<file path="config.mk">
export PLATFORM = sky130hd
export DESIGN_NAME = eh2_dec_gpr_wb_arb
export DESIGN_NICKNAME = d
export VERILOG_FILES = /design/src/rtl/eh2_pkg.sv /design/src/rtl/eh2_dec_rr_pick2.sv /design/src/rtl/eh2_dec_gpr_wb_arb.sv
export SDC_FILE = /design/constraint.sdc
export NUM_CORES = 1
export LEC_CHECK = 0
export CAP_MARGIN = 20
export CORE_AREA = 2 2 154 156
export CTS_CLUSTER_DIAMETER = 150
export DETAILED_ROUTE_END_ITERATION = 12
export DIE_AREA = 0 0 156 158
export PLACE_DENSITY = 0.79
export SYNTH_ARGS = -nofsm -noshare
export SYNTH_HDL_FRONTEND = slang
export SYNTH_SLANG_ARGS = --single-unit
</file>
<file path="constraint.sdc">
create_clock -name clk -period 15 [get_ports clk]
set_clock_uncertainty 0.1 [all_clocks]
set_input_delay 2.25 -clock clk [delete_from_list [all_inputs] [get_ports clk]]
set_output_delay 2.25 -clock clk [all_outputs]
set_load 0.03 [all_outputs]
</file>
<file path="src/rtl/eh2_pkg.sv">
// Shared EH2 decode-stage types: GPR writeback packet, slow-port count,
// and small helpers used by the writeback scheduler.
package eh2_pkg;

    typedef struct packed {
        logic        wen;
        logic        wtid;
        logic [4:0]  waddr;
        logic [31:0] wd;
    } eh2_gpr_wb_pkt_t;

    localparam int GPR_WB_SLOW_PORTS = 2;

    function automatic logic gpr_same_target(
        input logic       tid_a,
        input logic [4:0] addr_a,
        input logic       tid_b,
        input logic [4:0] addr_b
    );
        return (tid_a == tid_b) && (addr_a == addr_b);
    endfunction

    // Fields are zeroed when the packet does not write, keeping idle ports quiet.
    function automatic eh2_gpr_wb_pkt_t gpr_wb_pkt(
        input logic        wen,
        input logic        wtid,
        input logic [4:0]  waddr,
        input logic [31:0] wd
    );
        eh2_gpr_wb_pkt_t pkt;
        pkt = '0;
        if (wen) begin
            pkt.wen   = 1'b1;
            pkt.wtid  = wtid;
            pkt.waddr = waddr;
            pkt.wd    = wd;
        end else begin
            pkt = '0;
        end
        return pkt;
    endfunction

endpackage

</file>
<file path="src/rtl/eh2_dec_rr_pick2.sv">
// Rotating-priority picker that grants up to two eligible requesters per cycle,
// never granting two requesters aimed at the same register.
module eh2_dec_rr_pick2
    import eh2_pkg::*;
#(
    parameter int NREQ = 4,
    parameter int RRW  = $clog2(NREQ)
) (
    input  logic [NREQ-1:0]            elig,
    input  logic [RRW-1:0]             ptr,
    input  logic [NREQ-1:0][NREQ-1:0]  same,
    output logic [NREQ-1:0]            gnt0,
    output logic [NREQ-1:0]            gnt1,
    output logic [RRW-1:0]             next_ptr
);

    logic           have0;
    logic           have1;
    logic [RRW-1:0] first;
    logic [RRW-1:0] idx;

    // Walk the requesters starting at ptr; the pointer follows the last grant.
    always_comb begin
        gnt0     = '0;
        gnt1     = '0;
        next_ptr = ptr;
        have0    = 1'b0;
        have1    = 1'b0;
        first    = ptr;
        idx      = ptr;
        for (int k = 0; k < NREQ; k++) begin
            idx = RRW'((int'(ptr) + k) % NREQ);
            if (elig[idx] && !have0) begin
                have0     = 1'b1;
                first     = idx;
                gnt0[idx] = 1'b1;
                next_ptr  = RRW'((int'(idx) + 1) % NREQ);
            end else if (elig[idx] && have0 && !have1 && !same[first][idx]) begin
                have1     = 1'b1;
                gnt1[idx] = 1'b1;
                next_ptr  = RRW'((int'(idx) + 1) % NREQ);
            end else begin
                have1 = have1;
            end
        end
    end

endmodule

</file>
<file path="src/rtl/eh2_dec_gpr_wb_arb.sv">
// GPR writeback scheduler: pipe writebacks on ports 0/1, round-robin slow
// requesters on ports 2/3, with same-register collisions resolved before the flops.
module eh2_dec_gpr_wb_arb
    import eh2_pkg::*;
#(
    parameter int NREQ = 4,
    parameter int RRW  = $clog2(NREQ)
) (
    input  logic                   clk,
    input  logic                   rst,
    input  logic [1:0]             pipe_wen,
    input  logic [1:0][4:0]        pipe_waddr,
    input  logic [1:0]             pipe_wtid,
    input  logic [1:0][31:0]       pipe_wd,
    input  logic [NREQ-1:0]        req_valid,
    input  logic [NREQ-1:0][4:0]   req_waddr,
    input  logic [NREQ-1:0]        req_wtid,
    input  logic [NREQ-1:0][31:0]  req_wd,
    output logic [NREQ-1:0]        req_ready,
    output logic [NREQ-1:0]        req_squash,
    output logic [4:0]             waddr0,
    output logic [4:0]             waddr1,
    output logic [4:0]             waddr2,
    output logic [4:0]             waddr3,
    output logic                   wtid0,
    output logic                   wtid1,
    output logic                   wtid2,
    output logic                   wtid3,
    output logic                   wen0,
    output logic                   wen1,
    output logic                   wen2,
    output logic                   wen3,
    output logic [31:0]            wd0,
    output logic [31:0]            wd1,
    output logic [31:0]            wd2,
    output logic [31:0]            wd3
);

    localparam int NPORT = 2 + GPR_WB_SLOW_PORTS;

    logic [1:0]                pipe_act;
    logic                      pipe_dup;
    logic [NREQ-1:0]           hit_pipe;
    logic [NREQ-1:0]           is_x0;
    logic [NREQ-1:0]           elig;
    logic [NREQ-1:0][NREQ-1:0] same;
    logic [NREQ-1:0]           gnt0;
    logic [NREQ-1:0]           gnt1;
    logic [RRW-1:0]            rr_ptr;
    logic [RRW-1:0]            next_ptr;
    eh2_gpr_wb_pkt_t           port_nxt [NPORT];
    eh2_gpr_wb_pkt_t           port_r   [NPORT];

    // Pipe writes to x0 are dropped; a same-target i0 loses to the younger i1.
    always_comb begin
        pipe_act[0] = pipe_wen[0] && (pipe_waddr[0] != 5'd0);
        pipe_act[1] = pipe_wen[1] && (pipe_waddr[1] != 5'd0);
        pipe_dup    = pipe_act[0] && pipe_act[1] &&
                      gpr_same_target(pipe_wtid[0], pipe_waddr[0], pipe_wtid[1], pipe_waddr[1]);
    end

    // Classify each slow request and build the pairwise same-target matrix.
    always_comb begin
        is_x0    = '0;
        hit_pipe = '0;
        same     = '0;
        for (int i = 0; i < NREQ; i++) begin
            is_x0[i]    = req_valid[i] && (req_waddr[i] == 5'd0);
            hit_pipe[i] = req_valid[i] && !is_x0[i] &&
                ((pipe_act[0] && gpr_same_target(req_wtid[i], req_waddr[i], pipe_wtid[0], pipe_waddr[0])) ||
                 (pipe_act[1] && gpr_same_target(req_wtid[i], req_waddr[i], pipe_wtid[1], pipe_waddr[1])));
            for (int j = 0; j < NREQ; j++) begin
                same[i][j] = gpr_same_target(req_wtid[i], req_waddr[i], req_wtid[j], req_waddr[j]);
            end
        end
    end

    assign elig = req_valid & ~hit_pipe & ~is_x0;

    eh2_dec_rr_pick2 #(
        .NREQ (NREQ),
        .RRW  (RRW)
    ) u_pick2 (
        .elig     (elig),
        .ptr      (rr_ptr),
        .same     (same),
        .gnt0     (gnt0),
        .gnt1     (gnt1),
        .next_ptr (next_ptr)
    );

    // Squashed and x0 requests complete immediately without consuming a port.
    always_comb begin
        if (rst) begin
            req_ready  = '0;
            req_squash = '0;
        end else begin
            req_ready  = gnt0 | gnt1 | hit_pipe | is_x0;
            req_squash = hit_pipe;
        end
    end

    // Next-cycle contents of the four write ports.
    always_comb begin
        port_nxt[0] = gpr_wb_pkt(pipe_act[0] && !pipe_dup, pipe_wtid[0], pipe_waddr[0], pipe_wd[0]);
        port_nxt[1] = gpr_wb_pkt(pipe_act[1], pipe_wtid[1], pipe_waddr[1], pipe_wd[1]);
        port_nxt[2] = '0;
        port_nxt[3] = '0;
        for (int i = 0; i < NREQ; i++) begin
            if (gnt0[i]) begin
                port_nxt[2] = gpr_wb_pkt(1'b1, req_wtid[i], req_waddr[i], req_wd[i]);
            end else if (gnt1[i]) begin
                port_nxt[3] = gpr_wb_pkt(1'b1, req_wtid[i], req_waddr[i], req_wd[i]);
            end else begin
                port_nxt[2] = port_nxt[2];
            end
        end
    end

    // Output pipeline and round-robin pointer; reset drops in-flight writes.
    always_ff @(posedge clk) begin
        if (rst) begin
            for (int p = 0; p < NPORT; p++) begin
                port_r[p] <= '0;
            end
            rr_ptr <= '0;
        end else begin
            for (int p = 0; p < NPORT; p++) begin
                port_r[p] <= port_nxt[p];
            end
            rr_ptr <= next_ptr;
        end
    end

    assign wen0   = port_r[0].wen;
    assign wtid0  = port_r[0].wtid;
    assign waddr0 = port_r[0].waddr;
    assign wd0    = port_r[0].wd;
    assign wen1   = port_r[1].wen;
    assign wtid1  = port_r[1].wtid;
    assign waddr1 = port_r[1].waddr;
    assign wd1    = port_r[1].wd;
    assign wen2   = port_r[2].wen;
    assign wtid2  = port_r[2].wtid;
    assign waddr2 = port_r[2].waddr;
    assign wd2    = port_r[2].wd;
    assign wen3   = port_r[3].wen;
    assign wtid3  = port_r[3].wtid;
    assign waddr3 = port_r[3].waddr;
    assign wd3    = port_r[3].wd;

endmodule

</file>
**After elaboration in Yosys (flattened, before gate mapping)**

Memory sizes are Yosys's and may differ from the RTL's.
Cells that the tools add are included.

- Bits in registers: 2
- Bits in writable memories: 156
- Memories: 1

- Add/subtract/negate cells: 6
- Order comparisons: 10
- Equality and inequality tests: 42
- Mux-type cells: 77
- Bitwise operators: 16
- Reductions and logical operators: 85

Memory list:

| name | depth | width | rd ports | clocked after memory_dff | wr ports | RTL line | text |
|---|---|---|---|---|---|---|---|
| port_r | 4 | 39 | 4 | 0 | 4 | eh2_dec_gpr_wb_arb.sv:52 | `eh2_gpr_wb_pkt_t port_r [NPORT];` |

Operators with widths:

| kind | count |
|---|---|
| 39-bit 2-to-1 mux | 18 |
| 5-bit == test | 21 |
| 1-bit logical AND | 61 |
| 4-bit 2-to-1 mux | 15 |
| 4-bit bitwise OR | 8 |
| 4-bit binary-select mux with 2-bit select | 3 |
| 1-bit == test | 21 |
| 1-bit 2-to-1 mux | 21 |
| 5-bit zero test | 4 |
| 2-bit by 3-bit < comparator with 1-bit output (second input constant) | 6 |
| 2-bit 2-to-1 mux | 9 |
| 1-bit binary-select mux with 2-bit select | 7 |
| 1-bit zero test | 13 |
| 5-bit nonzero test | 2 |
| 2-bit by 1-bit adder with 2-bit output (second input constant) | 4 |
| 4-bit AND | 2 |
| 1-bit demux with 2-bit select | 4 |
| 2-bit by 1-bit >= comparator with 1-bit output (second input constant) | 4 |
| 4-bit inverter | 2 |
| 7-bit nonzero test | 1 |
| 2-bit adder (second input constant) | 2 |
| 1-bit logical OR | 4 |
| 1-bit bitwise OR | 4 |

**Longest topological paths before layout**

- Depth after elaboration: 36
- Mapped depth: 19
- Gate-level depth less buffers: 14

**By module**

Synthesis repeated with hierarchy kept, for this count alone.

- Cells, all modules: 977
- Area, all modules: 8,370.5 um^2

Modules (own cells, without submodules):

| module | instances | cells an instance | area an instance (um^2) | seq. area each (um^2) |
|---|---|---|---|---|
| eh2_dec_gpr_wb_arb | 1 | 827 | 7,240.7 | 3,163.0 |
| eh2_dec_rr_pick2 | 1 | 150 | 1,129.8 | 0.0 |

**Worst setup path before layout**

No wires, ideal clock.

- Path type: input to output
- Start: input pipe_waddr[6] in the netlist's numbering
- End: output req_ready[2]
- Data arrival time: 5.868 ns
- Slack: 6.782 ns
- Cell stages on the path: 12
- Path through: buf_4 > or4_4 > o21ai_4 > nor4_1 > or4_1 > a221o_1 > o21ai_1 > mux2_2 > a2111oi_4 > a32o_1 > a41oi_1 > a21oi_1

- Word-level cells in the longest chain between the ends: 31

Ends and longest elaborated chain:

| what | RTL line | text |
|---|---|---|
| from (decl) | eh2_dec_gpr_wb_arb.sv:12 | `input logic [1:0][4:0] pipe_waddr,` |
| 5-bit == test / 5-bit nonzero test (equally long branches) | eh2_pkg.sv:20, eh2_dec_gpr_wb_arb.sv:57 |  |
| 1-bit logical AND (on tied branches) | eh2_pkg.sv:20, eh2_dec_gpr_wb_arb.sv:57 |  |
| 1-bit logical AND | eh2_dec_gpr_wb_arb.sv:71 | `(pipe_act[1] && gpr_same_target(req_wtid[i], req_waddr[i], pipe_wtid[1], pipe_waddr[1])));` |
| 1-bit logical OR | eh2_dec_gpr_wb_arb.sv:70 | `((pipe_act[0] && gpr_same_target(req_wtid[i], req_waddr[i], pipe_wtid[0], pipe_waddr[0])) \|\|` |
| 1-bit logical AND | eh2_dec_gpr_wb_arb.sv:69 | `hit_pipe[i] = req_valid[i] && !is_x0[i] &&` |
| 4-bit inverter | eh2_dec_gpr_wb_arb.sv:78 | `assign elig = req_valid & ~hit_pipe & ~is_x0;` |
| 4-bit AND (2 in a row) | eh2_dec_gpr_wb_arb.sv:78 |  |
| 1-bit binary-select mux with 2-bit select | eh2_dec_rr_pick2.sv:33 | `if (elig[idx] && !have0) begin` |
| [... 12 more ...] | n/a |  |
| 1-bit 2-to-1 mux | eh2_dec_rr_pick2.sv:33 |  |
| 1-bit zero test | eh2_dec_rr_pick2.sv:38 | `end else if (elig[idx] && have0 && !have1 && !same[first][idx]) begin` |
| 1-bit logical AND (2 in a row) | eh2_dec_rr_pick2.sv:38 |  |
| 4-bit 2-to-1 mux | eh2_dec_rr_pick2.sv:38 |  |
| 4-bit 2-to-1 mux | eh2_dec_rr_pick2.sv:33 |  |
| 4-bit bitwise OR | eh2_dec_gpr_wb_arb.sv:98 | `req_ready = gnt0 \| gnt1 \| hit_pipe \| is_x0;` |
| 4-bit bitwise OR * (2 in a row) | eh2_dec_gpr_wb_arb.sv:98 |  |
| 4-bit 2-to-1 mux * | eh2_dec_gpr_wb_arb.sv:94 | `if (rst) begin` |
| to (decl) | eh2_dec_gpr_wb_arb.sv:19 | `output logic [NREQ-1:0] req_ready,` |

Every way passes the cells marked *; elsewhere a longest branch is shown, timed or not. The select of a mux whose other input is x is not followed.

**Worst setup path in the final report**

- Start: input pipe_waddr[3] in the netlist's numbering
- End: output req_ready[3]

- Word-level cells in the longest chain between the ends: 31

Ends and longest elaborated chain:

| what | RTL line |
|---|---|
| 5-bit == test / 5-bit nonzero test (equally long branches) | eh2_pkg.sv:20, eh2_dec_gpr_wb_arb.sv:56 |
| 1-bit logical AND (on tied branches) | eh2_pkg.sv:20, eh2_dec_gpr_wb_arb.sv:56 |
| 1-bit logical AND | eh2_dec_gpr_wb_arb.sv:70 |
| 1-bit logical OR | eh2_dec_gpr_wb_arb.sv:70 |
| 1-bit logical AND | eh2_dec_gpr_wb_arb.sv:69 |
| 4-bit inverter | eh2_dec_gpr_wb_arb.sv:78 |
| 4-bit AND (2 in a row) | eh2_dec_gpr_wb_arb.sv:78 |
| 1-bit binary-select mux with 2-bit select | eh2_dec_rr_pick2.sv:33 |
| [... 12 more ...] | n/a |
| 1-bit 2-to-1 mux | eh2_dec_rr_pick2.sv:33 |
| 1-bit zero test | eh2_dec_rr_pick2.sv:38 |
| 1-bit logical AND (2 in a row) | eh2_dec_rr_pick2.sv:38 |
| 4-bit 2-to-1 mux | eh2_dec_rr_pick2.sv:38 |
| 4-bit 2-to-1 mux | eh2_dec_rr_pick2.sv:33 |
| 4-bit bitwise OR | eh2_dec_gpr_wb_arb.sv:98 |
| 4-bit bitwise OR * (2 in a row) | eh2_dec_gpr_wb_arb.sv:98 |
| 4-bit 2-to-1 mux * | eh2_dec_gpr_wb_arb.sv:94 |

Marks and branches as above.

==> impl_results.md <==
- Outcome: finished clean
- Via density per instance: 5.79
- CTS tree: built
- Hold path start: rr_ptr[0]
- DR vias: 9,292
- Post-CTS Setup Inserts: 0
- Setup TNS: 0 ps
- Post-synth top area cell: dfxtp_1
- Clock tree buffer depth: 2
- Num rows: 56
- R2R Setup Slk: about 7700 ps
- Peak VDD IR: approximately 0.13 mV
- FMAX: 0.102 GHz
- Worst reg-to-reg path cell count: 14
- Seq pwr share: 19.4%
- CP Cell Sequence: clkdlybuf4s50_1, or4_4, o21ai_2, nor4_1, nor4_2, o32a_1, nand2_1, a221oi_1, nor4b_1, nor3_2, and3_1, a21oi_1, a21oi_1, clkdlybuf4s50_1
- CTS resizes: 0
- GP Congestion: 0.917
- Internal: roughly 1.4 mW
- I/O pin total: 400
- First-pass GRT wire length: 52,900 um
- Power Dens Cells: 209 mW/mm^2
- Final nets: 1,542
- Required time worst endpoint: 12,650 ps
- Vias in the first global route: around 9,100
- Leak Pwr: 4.68 nW
- Grt ovf: 0
- Max Cap Viol: 0
- Initial Utilization: 36.8%
- Synth Flop Type: dfxtp_1
- Number of flops mapped to enable cells by yosys: 0
- Hold depth: 3
- Area contributors post-synth: dfxtp_1 (37%), a221oi_1 (6.2%), and2_1 (5.9%)
- Worst-path clk slew: 80 ps
- Layout cells sized above 1: roughly 8.1%
- Die X-Extent: 156 um
- Worst reg2reg endpoint: port_r[3][8]
- Final period util: between 60% and 70%
- CP max-delay cell: clkdlybuf4s50_1
- Initial DRT Pass Iterations: 5
- Cts hold-fix bufs: 0
- Post-synth design cell area: 0.00848 mm^2
- Top post-synthesis cells by count: dfxtp_1 (158), nor2_1 (101), and2_1 (80), nor3_1 (75), clkbuf_1 (74)
- Initial antenna violation count: 0
- Synth cell types: 76
- DRC Markers: 0
- Worst path max stage delay: between 700 and 800 ps
- Fin util: between 50 and 60%
- Root Buffer: clkbuf_16
- Total CTS buffers: 17
- Hold Path Class: flop to flop
- Post-synthesis register bit count: 158
- WHS Endpoint: rr_ptr[0]
- Global Route Usage Sum: 28.0%
- Total die area: ~0.025 mm^2
- Die span in y: 158 um
- Post-Synthesis Cells: around 1,000
- Clk pwr share: between 10% and 20%
- Most common cell in the netlist: dfxtp_1
- Final WS setup: 5220 ps
- Fillers: between 2,000 and 2,500
- Crit Path Class: primary input to output port
- Starting DRT DRC Count: ~800
- Worst setup EP type: output port
- RSZ-0062 raised after global routing: no
- Worst path bufs/invs: 2
- Post-Synthesis Net Count: 1,217
- Fin crit period: between 9000 and 10,000 ps
- Fraction of registers with async set/reset: 0%
- Hold slack: 644 ps
- Worst Path Arrival: 7430 ps
- IO buf count: 399
- Final instance area: approximately 0.013 mm^2
- Core ar.: 0.0231 mm^2
- Clock H-tree levels: 4
- Fin. Hold Viols: 0
- Clock sinks: 158
- Post-route ant nets: 0
- Worst r2r src: rr_ptr[1]
- Sw frac: 48.6%
- NetSw: 1.34 mW
- Relative slew margins: 26.9%
- Nature of the critical path startpoint: primary input
- Worst-Skew Late Latency: 440 ps
- Diodes inserted: 0
- DP Area: 0.0125 mm^2
- Synth top area share: approximately 37%
- Worst-path maximum fanout: 16
- Largest net degree at the start of global routing: 87
- Worst slack, placed: 5340 ps
- Crit path max-delay family: simple AND/OR/NAND/NOR gates
- Syn-to-layout area delta: 55.0%
- Final HPWL DP: 25,800 um
- Least-Margin Pin Slew: 1100 ps
- Combinational Power Share: ~64%
- Post-synthesis average cell area: just under 9 um^2
- Final setup fails: 0
- Sequential area share after synthesis: a little under two fifths
- Post-Route WL: 36,300 um
- Routed len/inst: ~23 um
- Slew Limit Fails: 0
- Syn. warnings: 0
-- layout make-up --
type / count / area (um^2) / share of cell area [%]
Multi-Input combinational cell: 708 / 4890 / 37.2
Sequential cell: 158 / 3160 / 24.0
Tap cell: 290 / 363 / 2.76
Clock inverter: 15 / 181 / 1.38
Clock buffer: 17 / 425 / 3.23
Inverter: 4 / 15.0 / 0.114
Timing Repair Buffer: 412 / 4120 / 31.3
-- metrics by stage --
step	instances	power, mW
after floorplan	976	1.73
after global placement	1570	2.26
after detailed placement	1571	2.27
after CTS	1603	2.72
after global routing	1604	2.91
final	1604	2.75
-- routing by layer --
metal | share of wire (%) | GRT usage [%] | wire (um)
met5 | 0 | 0 | 0
met4 | 3.6 | 13.7 | 1300
met3 | 9.9 | 7.45 | 3590
met2 | 46 | 44.2 | 16600
met1 | 41 | 35.6 | 14800
-- cells in the final DEF, fill, tap and decap left out, drive strengths merged, types with 33 or more instances in the layout --
master and count:
clkdlybuf4s50 398, o22ai 33, xor2 38, dfxtp 158, a221oi 81, xnor2 53
nor2 101, nor3 87, a21oi 53, and2 80
-- power groups by stage --
stage               logic [mW]  clock network (mW)  registers [mW]
finish                    1.76               0.450           0.533
global route              1.90               0.475           0.539
CTS                       1.73               0.456           0.533
detailed placement        1.72                   0           0.543
global placement          1.72                   0           0.542
floorplan                 1.05                   0           0.679
-- state kept, by name, indices dropped and copies added, names as in the netlist --
register / cells
rr_ptr: 2
port_r: 156
-- worst min-delay path, cell delays in order, from the launching register on --
cell,delay [ps]
dfxtp_1,300
buf_4,200
xnor2_1,170
nor2_1,30
-- how the worst max path moves through the flow --
stage,startpoint,slack [ps],endpoint,cells past startpoint
2_1_floorplan,pipe_waddr[6],6780,req_ready[2],12
3_3_place_gp,pipe_waddr[6],5370,req_ready[0],14
3_5_place_dp,pipe_waddr[6],5340,req_ready[0],14
4_1_cts,pipe_waddr[6],5310,req_ready[0],14
5_1_grt,pipe_waddr[3],4960,req_ready[3],14
6_report,pipe_waddr[3],5220,req_ready[3],14
-- cell families after synthesis --
| family | Yosys count | synth area share (%) |
|---|---|---|
| compound gates | 241 | 22.5 |
| xor+xnor | 91 | 9.40 |
| fa+ha+maj | 5 | 0.737 |
| buf+inv | 110 | 5.56 |
| flops | 158 | 37.3 |
| mux | 6 | 1.31 |
| simple gates | 365 | 23.2 |
No activity file was read; power rests on OpenSTA's default activity.
